File: src/rtl/dma_timing_control.sv
// dma_timing_control: timing-and-control sequencer for the 4-channel DMA
// controller. It arbitrates DREQ, runs the HRQ/HLDA hold handshake and steps
// each single-word transfer through SI -> S0 -> S1 -> S2 -> S3 -> S4.
//
// Ports:
//   CLK, RESET_N          clock, asynchronous active-low reset
//   DREQ[CHANNELS]        level-sensitive channel requests
//   HLDA                  hold acknowledge from the CPU
//   ctrlDisable           blocks new arbitration while in SI
//   xferType[2*CHANNELS]  per-channel type: 00/11 verify, 01 write, 10 read
//   tcReached             active channel hit terminal count
//   HRQ, DACK, AEN, ADSTB bus handshake / acknowledge / address control
//   MEMR_N MEMW_N IOR_N IOW_N  active-low bus command strobes
//   EOP_N, intEOP         end-of-process (external / internal)
//   loadAddr, updateCurrentAddressReg, updateCurrentWordCountReg  datapath strobes
//   programCondition      CPU may program registers
//   activeChannel         latched channel index
//
// Optional feature: define ROTATING_PRIORITY_EN for rotating priority; the
// default build uses fixed priority (channel 0 highest).
module dma_timing_control #(
  parameter int unsigned CHANNELS = 4,
  parameter int unsigned CHW      = 2
) (
  input  logic                  CLK,
  input  logic                  RESET_N,
  input  logic [CHANNELS-1:0]   DREQ,
  input  logic                  HLDA,
  input  logic                  ctrlDisable,
  input  logic [2*CHANNELS-1:0] xferType,
  input  logic                  tcReached,
  output logic                  HRQ,
  output logic [CHANNELS-1:0]   DACK,
  output logic                  AEN,
  output logic                  ADSTB,
  output logic                  MEMR_N,
  output logic                  MEMW_N,
  output logic                  IOR_N,
  output logic                  IOW_N,
  output logic                  EOP_N,
  output logic                  intEOP,
  output logic                  loadAddr,
  output logic                  updateCurrentAddressReg,
  output logic                  updateCurrentWordCountReg,
  output logic                  programCondition,
  output logic [CHW-1:0]        activeChannel
);

  typedef enum logic [2:0] {SI, S0, S1, S2, S3, S4} state_t;

  state_t         state, stateNext;
  logic [CHW-1:0] channel, channelNext;
  logic [CHW-1:0] winner;
  logic           anyReq;
  logic [1:0]     typ;
  logic           isRead, isWrite;

`ifdef ROTATING_PRIORITY_EN
  logic [CHW-1:0] prioPtr;
  int unsigned    idx;

  // Search starts at the pointer; the first requesting channel wins.
  always_comb begin
    winner = '0;
    anyReq = 1'b0;
    idx    = 0;
    for (int unsigned k = 0; k < CHANNELS; k++) begin
      idx = (int'(prioPtr) + k) % CHANNELS;
      if (!anyReq && DREQ[idx]) begin
        anyReq = 1'b1;
        winner = CHW'(idx);
      end
    end
  end

  // Only a completed S4 rotates; the serviced channel drops to lowest priority.
  always_ff @(posedge CLK or negedge RESET_N) begin
    if (!RESET_N)
      prioPtr <= '0;
    else if (state == S4)
      prioPtr <= (channel == CHW'(CHANNELS - 1)) ? '0 : channel + 1'b1;
  end
`else
  always_comb begin
    winner = '0;
    anyReq = 1'b0;
    for (int unsigned k = 0; k < CHANNELS; k++) begin
      if (!anyReq && DREQ[k]) begin
        anyReq = 1'b1;
        winner = CHW'(k);
      end
    end
  end
`endif

  always_ff @(posedge CLK or negedge RESET_N) begin
    if (!RESET_N) begin
      state   <= SI;
      channel <= '0;
    end else begin
      state   <= stateNext;
      channel <= channelNext;
    end
  end

  always_comb begin
    stateNext   = state;
    channelNext = channel;
    unique case (state)
      SI: if (!ctrlDisable && anyReq) begin
            stateNext   = S0;
            channelNext = winner;
          end
      S0: if (HLDA)                stateNext = S1;
          else if (!DREQ[channel]) stateNext = SI;
      S1: stateNext = HLDA ? S2 : SI;
      S2: stateNext = HLDA ? S3 : SI;
      S3: stateNext = HLDA ? S4 : SI;
      S4: stateNext = SI;
      default: stateNext = SI;
    endcase
  end

  assign typ     = xferType[{channel, 1'b0} +: 2];
  assign isRead  = (typ == 2'b10);
  assign isWrite = (typ == 2'b01);

  always_comb begin
    HRQ                       = 1'b0;
    DACK                      = '0;
    AEN                       = 1'b0;
    ADSTB                     = 1'b0;
    MEMR_N                    = 1'b1;
    MEMW_N                    = 1'b1;
    IOR_N                     = 1'b1;
    IOW_N                     = 1'b1;
    EOP_N                     = 1'b1;
    intEOP                    = 1'b0;
    loadAddr                  = 1'b0;
    updateCurrentAddressReg   = 1'b0;
    updateCurrentWordCountReg = 1'b0;
    unique case (state)
      SI: ;
      S0: HRQ = 1'b1;
      S1: begin
        HRQ      = 1'b1;
        AEN      = 1'b1;
        ADSTB    = 1'b1;
        loadAddr = 1'b1;
      end
      S2: begin
        HRQ    = 1'b1;
        AEN    = 1'b1;
        DACK   = CHANNELS'(1) << channel;
        MEMR_N = !isRead;
        IOR_N  = !isWrite;
      end
      S3: begin
        HRQ    = 1'b1;
        AEN    = 1'b1;
        DACK   = CHANNELS'(1) << channel;
        MEMR_N = !isRead;
        IOR_N  = !isWrite;
        IOW_N  = !isRead;
        MEMW_N = !isWrite;
      end
      S4: begin
        HRQ                       = 1'b1;
        AEN                       = 1'b1;
        DACK                      = CHANNELS'(1) << channel;
        updateCurrentAddressReg   = 1'b1;
        updateCurrentWordCountReg = 1'b1;
        intEOP                    = tcReached;
        EOP_N                     = !tcReached;
      end
      default: ;
    endcase
  end

  assign programCondition = (state == SI) && !HLDA;
  assign activeChannel    = channel;

endmodule

File: config.mk
export PLATFORM = sky130hd
export DESIGN_NAME = dma_timing_control
export DESIGN_NICKNAME = d
export VERILOG_FILES = /design/src/rtl/dma_timing_control.sv
export SDC_FILE = /design/constraint.sdc
export NUM_CORES = 1
export LEC_CHECK = 0
export CORE_MARGIN = 3
export CORE_UTILIZATION = 30
export CTS_CLUSTER_SIZE = 24
export DETAILED_ROUTE_END_ITERATION = 8
export PLACE_DENSITY = 0.7
export SETUP_SLACK_MARGIN = 0.4
export SYNTH_ARGS = -nofsm -noshare
export SYNTH_HDL_FRONTEND = slang
export SYNTH_SLANG_ARGS = --single-unit
File: constraint.sdc
create_clock -name CLK -period 4.3 [get_ports CLK]
set_input_delay 1.29 -clock CLK [delete_from_list [all_inputs] [get_ports CLK]]
set_output_delay 1.29 -clock CLK [all_outputs]
set_load 0.01 [all_outputs]
; ---- Word level (Yosys, flattened, before mapping)
; Index checks and enable logic that the tools add are counted.
[word_totals]
register_bits = 5
out_inout_bits = 19
word_cells = 61
[op_classes]
n_lt_le_gt_ge = 1
eq_ne = 9
shift = 2
n_mux = 27
n_reduce_logical = 20
[op_table]
columns = op, count
row1 = two-way mux 1 bit, 16
row2 = two-way mux 3 bit, 5
row3 = case mux 3 bit (5 select lines), 1
row4 = zero test 1 bit, 8
row5 = variable part select 8 x 4 -> 2 bit, 1
row6 = == test 3 x 2 -> 1 bit (second input constant), 2
row7 = == test 3 bit (second input constant), 2
row8 = two-way mux 2 bit, 3
row9 = logical AND 1 bit, 5
row10 = OR reduction 5 bit, 1
row11 = two-way mux 4 bit, 1
row12 = AND reduction 2 bit, 2
row13 = OR reduction 4 bit, 1
row14 = << shifter 1 x 2 -> 4 bit (first input constant), 1
row15 = == test 3 x 1 -> 1 bit (second input constant), 1
row16 = zero test 3 bit, 1
row17 = less-than comparator 2 x 3 -> 1 bit (second input constant), 1
row18 = != test 3 bit (second input constant), 1
row19 = OR reduction 3 bit, 1
row20 = binary-select mux 1 bit (select 2 bit), 1
row21 = == test 2 x 1 -> 1 bit (second input constant), 1
row22 = == test 2 bit (second input constant), 1
row23 = != test 2 bit (second input constant), 1
row24 = OR reduction 2 bit, 1

; ---- Logic depth before layout (Yosys ltp)
; Gate-level depths: netlist (run 1).
[depth]
ltp_word = 13
depth_mapped = 5
depth_no_buf = 4

; ---- Worst setup path before layout (run 1)
; Ideal clock, no wire load.
[synth_timing]
path_type = in2out
from = in xferType[7]
to = out IOW_N
arrival_time_ps = 1990
slack_ps = 1020
path_stages = 3
path_cell_list = mux4_2 nor2b_1 nand2_1
[synth_via]
elab_chain_cells = 4
[synth_lines]
columns = element, line_no
row1 = start: declaration, 30  ; input logic [2*CHANNELS-1:0] xferType,
row2 = variable part select 8 x 4 -> 2 bit, 124  ; assign typ = xferType[{channel, 1'b0} +: 2];
row3 = == test 2 bit, 125  ; assign isRead = (typ == 2'b10);
row4 = zero test 1 bit, 164  ; IOW_N = !isRead;
row5 = two-way mux 1 bit, 142  ; unique case (state)
row6 = end: declaration, 39  ; output logic IOW_N,
; Every way passes these cells.

; ---- Worst setup path in the final report (run 1)
[layout_timing]
from = in xferType[6]
to = out IOR_N
[layout_via]
elab_chain_cells = 4
[layout_lines]
columns = element, line_no
row1 = variable part select 8 x 4 -> 2 bit, 124
row2 = == test 2 x 1 -> 1 bit, 126  ; assign isWrite = (typ == 2'b01);
row3 = zero test 1 bit, "156, 163"
row4 = two-way mux 1 bit, -
row5 = end: declaration, 38  ; output logic IOR_N,
; Every way passes these cells.

==> impl_metrics.yaml, run 1 <==
status:
  status: "finished, final reports clean"
flow_run:
  drv_cap: 0
logic_synthesis:
  yosys_register_bits: 5
  syn-num-nets: 75
  syn_inst: 58
  synth_top_cell_area_share_pct: 24.2
  avgSynthCellArea_um2: 8.93
  ys_warn_count: 0
  synthDistinctLibCells: 30
  netlist_area_um2: 518
  netlist_top_cells_area: "dfrtp_1 (24%), mux4_2 (8.7%), nand2_1 (5.8%), mux4_1 (5.1%), buf_2 (3.9%)"
  seq_area_frac_synth_pct: 24.2
  synth_top_area_cell: "dfrtp_1"
hold_path:
  min_from: "state[0]$_DFFE_PN0P_"
  whs_endpoint: "state[0]$_DFFE_PN0P_"
  hold_path_depth: 1
  hold_class: "flop to flop"
detailed_routing:
  vias: 508
  firstDrtPassIters: 4
  wl_per_cell_um: 11.7
  ant_nets: 0
  drc: 0
  routed_wl_um: 1240
  viasPerCell: 4.79
  drt_iter0_markers: 2
place:
  gp_congestion: 0.664
  portBuffers: 35
  place_area_um2: 842
  hpwl_um: 1060
power_and_ir_drop:
  p_leak_uw: 0.000346
  clkPwrFrac_pct: 12.2
  power_switching_uw: 164
  p_sw_share_pct: 38.4
  peakVddDrop_uv: 250
  p_int_uw: 263
  seq_power_share_pct: 28.9
  p_comb_share_pct: 58.8
  powerDensity_nw_per_um2: 494
sta:
  setup_viol: 0
  hold_viol: 0
  max-slew-margin-rel_pct: 74.8
  skew_ns: 0.00298
  rsz0062_at_grt: "yes"
  fmax_ghz: 0.256
  period_needed_ns: 3.91
  slew_violations: 0
  tightest_slew_ns: 0.377
  setup-tns-final_ns: 0
  fin_crit_sh_pct: 91.0
worst_setup_path:
  crit_type: "primary input to output port"
  r2r-end: "activeChannel[1]$_DFFE_PN0P_"
  cp.required_ns: 3.01
  r2r_start: "state[1]$_DFFE_PN0P_"
  worst-path-max-fanout: 2
  r2r_setup_slack_ns: 2.80
  endpoint_kind: "output port"
  crit_arrival_ns: 2.62
  cp-start-kind: "primary input"
  r2r_cells: 3
clocking:
  clk_path_buf_depth: 2
  post_cts_buffers: 0
  clk_latency_ns: 0.24
  numClockSinks: 5
  postCtsHoldBufs: 0
  clk_pin_slew_ns: 0.04
  numCtsBuffers: 3
  cts-root-buf: "clkbuf_4"
  cts_tree: "done"
  htreeDepth: 1
layout:
  final_common_cell: "clkdlybuf4s50_1"
  area_delta_synth_final_pct: 66.7
  finalNetCount: 108
  design_area_um2: 863
  layout-drive-gt1-share_pct: 17.8
  final_cell_mix: "clkdlybuf4s50_1 (31), nand2_1 (8), dfrtp_1 (5)"
  utilization_pct: 55.4
  antenna_cells: 0
floorplanning:
  die_w_um: 47.6
  die-area_um2: 2260
  io_pins: 36
  coreArea_um2: 1560
  rows: 14
  die_h_um: 47.6
  start_util_pct: 33.2
global_routing:
  grt_first_pass_wirelength_um: 1860
  grt_max_degree: 13
  antenna_found_initial: 0
  grt_pass1_vias: 446
  gr-total-overflow: 0
  grt_usage_pct: 11.9
cell families (layout without fill, tap and decap cells):
kind of cell / Yosys count / after routing / share of synthesized area [%]
AO/OA/AOI/OAI: 6 / 6 / 6.76
buffers and inverters: 9 / 41 / 10.4
XOR/XNOR: 2 / 2 / 3.38
flip-flops: 5 / 5 / 24.2
multiplexers: 5 / 5 / 18.1
AND/OR/NAND/NOR: 31 / 31 / 37.2
cell type report:
class                   instances  area, um^2
flip-flops and latches          5         125
fillers                       144         696
inverters                       2        7.51
clock buffers                   4        26.3
well taps                      16        20.0
repair buffers                 35         343
multi-input cells              44         342
critical path: stages:
cell and delay [ns]:
clkdlybuf4s50_1 0.40, mux4_2 0.49, nor2b_1 0.16, nand2_1 0.06, clkdlybuf4s15_2 0.21
synthesized netlist by cell type:
master    n
nor3b_2   1
xor2_1    1
mux4_1    1
mux2_2    1
nor2_1    4
a211oi_1  2
buf_2     4
nand2b_1  1
mux4_2    2
and2_1    2
buf_6     1
nor3b_1   2
nand3b_1  1
buf_4     2
and3b_2   1
nor4_2    1
nand2_1   8
mux2_1    1
nor2b_1   3
o21ai_1   2
a21oi_1   2
xnor2_1   1
inv_1     2
and3_2    1
nor3_1    1
dfrtp_1   5
and3b_1   1
nor4b_1   1
nor4_1    2
nor3_2    1
per-stage QoR:
| step | hold slack (ns) | std cells | total power (uW) | setup slack, ns |
|---|---|---|---|---|
| floorplan | 0.595 | 58 | 274 | 1.02 |
| global placement | 0.674 | 102 | 374 | 0.117 |
| detailed placement | 0.661 | 102 | 377 | 0.0753 |
| CTS | 0.669 | 106 | 431 | 0.376 |
| global route | 0.736 | 106 | 460 | 0.329 |
| finish | 0.673 | 106 | 426 | 0.388 |
repair_timing:
action / 4_1_cts / 5_1_grt
resized for setup: 15 / 0
setup endpoints to repair: 4 / 2
endpoints found under the hold margin: 0 / 0
worst max path at each step:
stage	from	endpoint	cells past startpoint
after floorplan	xferType[7]	IOW_N	3
after global placement	xferType[6]	MEMW_N	5
after detailed placement	xferType[6]	IOR_N	5
after CTS	xferType[6]	MEMW_N	5
after global routing	xferType[6]	IOR_N	5
final	xferType[6]	IOR_N	5
power groups by stage:
| stage | clock (uW) | combinational (uW) | sequential, uW |
|---|---|---|---|
| after floorplan | 0 | 194 | 80.8 |
| after global placement | 0 | 251 | 123 |
| after detailed placement | 0 | 253 | 123 |
| after CTS | 54.3 | 254 | 123 |
| after global routing | 59.4 | 270 | 130 |
| final | 52.2 | 251 | 123 |
state kept, by name (all words and copies together), names as in the netlist:
signal / count
activeChannel: 2
state: 3
layer usage:
layer	vias to the layer above	GRT usage [%]	routed length, um
li1	270	-	-
met1	222	15.1	541
met2	16	18.2	629
met3	0	6.02	73
met4	0	2.69	0
met5	-	0	0
(Power assumes the default switching activity.)
==> run 2: changes to the inputs <==
--- a/config.mk
+++ b/config.mk
@@ -9,7 +9,7 @@
 export CORE_UTILIZATION = 30
 export CTS_CLUSTER_SIZE = 24
 export DETAILED_ROUTE_END_ITERATION = 8
-export PLACE_DENSITY = 0.7
+export DONT_BUFFER_PORTS = 1
 export SETUP_SLACK_MARGIN = 0.4
 export SYNTH_ARGS = -nofsm -noshare
 export SYNTH_HDL_FRONTEND = slang
==> impl_metrics.yaml, run 2 (synthesis results as in run 1) <==
status:
  status: "finished, final reports clean"
floorplanning:
  die_w_um: 47.6
  start_util_pct: 33.2
  die_h_um: 47.6
  coreArea_um2: 1560
  rows: 14
  io_pins: 36
  die-area_um2: 2260
layout:
  nFillCells: 160
  area_delta_synth_final_pct: 0
  final_common_cell: "nand2_1"
  regMostFlops: "state"
  design_area_um2: 518
  final_cell_mix: "nand2_1 (8), dfrtp_1 (5), nor2_1 (4)"
  layout-drive-gt1-share_pct: 20.0
  antenna_cells: 0
  seq_area_um2: 125
  multi_input_area_um2: 339
  largest_register_ffs: 3
  finalNetCount: 73
global_routing:
  grt_max_degree: 13
  grt_pass1_vias: 333
  antenna_found_initial: 0
  grt_first_pass_wirelength_um: 1320
  grt_usage_pct: 8.74
  gr-total-overflow: 0
sta:
  tightest_slew_ns: 0.700
  hold_viol: 0
  fmax_ghz: 0.302
  setup-tns-final_ns: 0
  setup_viol: 0
  slew_violations: 0
  max-slew-margin-rel_pct: 53.3
  fin_crit_sh_pct: 77.0
  period_needed_ns: 3.31
  fin_ws_ns: 0.989
  skew_ns: 0.000567
  rsz0062_at_grt: "no"
detailed_routing:
  ant_nets: 0
  vias: 398
  viasPerCell: 5.61
  routed_wl_um: 1060
  drt_iter0_markers: 4
  firstDrtPassIters: 2
  wl_per_cell_um: 14.9
  drc: 0
clocking:
  clk_path_buf_depth: 2
  clk_latency_ns: 0.24
  numClockSinks: 5
  numCtsBuffers: 3
  cts_tree: "done"
  cts_resized: 0
  postCtsHoldBufs: 0
  clk_pin_slew_ns: 0.04
  htreeDepth: 1
  cts-root-buf: "clkbuf_4"
  post_cts_buffers: 0
place:
  place_area_um2: 492
  hpwl_um: 836
  portBuffers: 0
  post-place-ws_ns: 0.987
  gp_congestion: 0.616
worst_setup_path:
  endpoint_kind: "output port"
  cp-start-kind: "primary input"
  cp.required_ns: 3.01
  crit_arrival_ns: 2.02
  cpPeakStageDelay_ns: 0.45
  worst-path-max-fanout: 2
  cp_slowest_cell: "mux4_2"
  path_cells: "mux4_2 > nor2b_1 > nand2_1"
  crit_type: "primary input to output port"
power_and_ir_drop:
  powerDensity_nw_per_um2: 631
  fin_total_pwr_uw: 327
  peakVddDrop_uv: 212
  p_leak_uw: 0.000212
flow_run:
  drv_cap: 0
hold_path:
  hold_class: "flop to flop"
## run 2: cell count changes in the layout (fill, tap and decap cells not counted)
cell and change:
clkdlybuf4s50_1 -31, nor2b_1 +1, nor2b_2 -1, buf_2 -2
clkdlybuf4s15_2 -2
## run 2: where the power goes
group	leakage, uW	switching [uW]	internal (uW)
clock	0.0000150	17.9	35.0
combinational	0.000132	68.6	78.8
sequential	0.0000652	60.4	66.0
## run 2: routing by layer
layer  up-vias  GRT usage, %  share of wire, %  routed length [um]
li1        198             -                 -                   -
met1       180          10.5                44                 469
met2        20          12.0                46                 484
met3         0          4.14               9.7                 103
met4         0          6.45                 0                   0
met5         -             0                 0                   0
## run 2: per-stage QoR
stage / utilization [%] / hold slack (ns) / instances
global placement: 31.5 / 0.675 / 67
finish: 33.2 / 0.686 / 71
CTS: 33.2 / 0.689 / 71
floorplan: - / 0.595 / 58
detailed placement: 31.5 / 0.679 / 67
global route: 33.2 / 0.724 / 71
## run 2: worst max-delay path: cells and delay by family
family | cells | cell delay, ns
and+or+nand+nor | 2 | 0.28
muxes | 1 | 0.45
## run 2: final cells by class
cell class,count,area share [%]
flip-flops and latches,5,24.2
clock buffers,4,5.07
well taps,16,3.86
inverters,2,1.45
multi-input cells,44,65.5
## run 2: path summary, 6_finish.rpt
| path | start | endpoint | slack [ns] | cells past startpoint |
|---|---|---|---|---|
| worst max-delay path | xferType[7] | IOR_N | 0.99 | 3 |
| worst min-delay path | state[0]$_DFFE_PN0P_ | state[0]$_DFFE_PN0P_ | 0.69 | 1 |
| worst max register to register | state[1]$_DFFE_PN0P_ | activeChannel[1]$_DFFE_PN0P_ | 2.80 | 3 |
| worst min register to register | state[0]$_DFFE_PN0P_ | state[0]$_DFFE_PN0P_ | 0.69 | 1 |
| max in group asynchronous | RESET_N | state[2]$_DFFE_PN0P_ | 3.49 | 0 |
| min in group asynchronous | RESET_N | state[0]$_DFFE_PN0P_ | 0.75 | 0 |
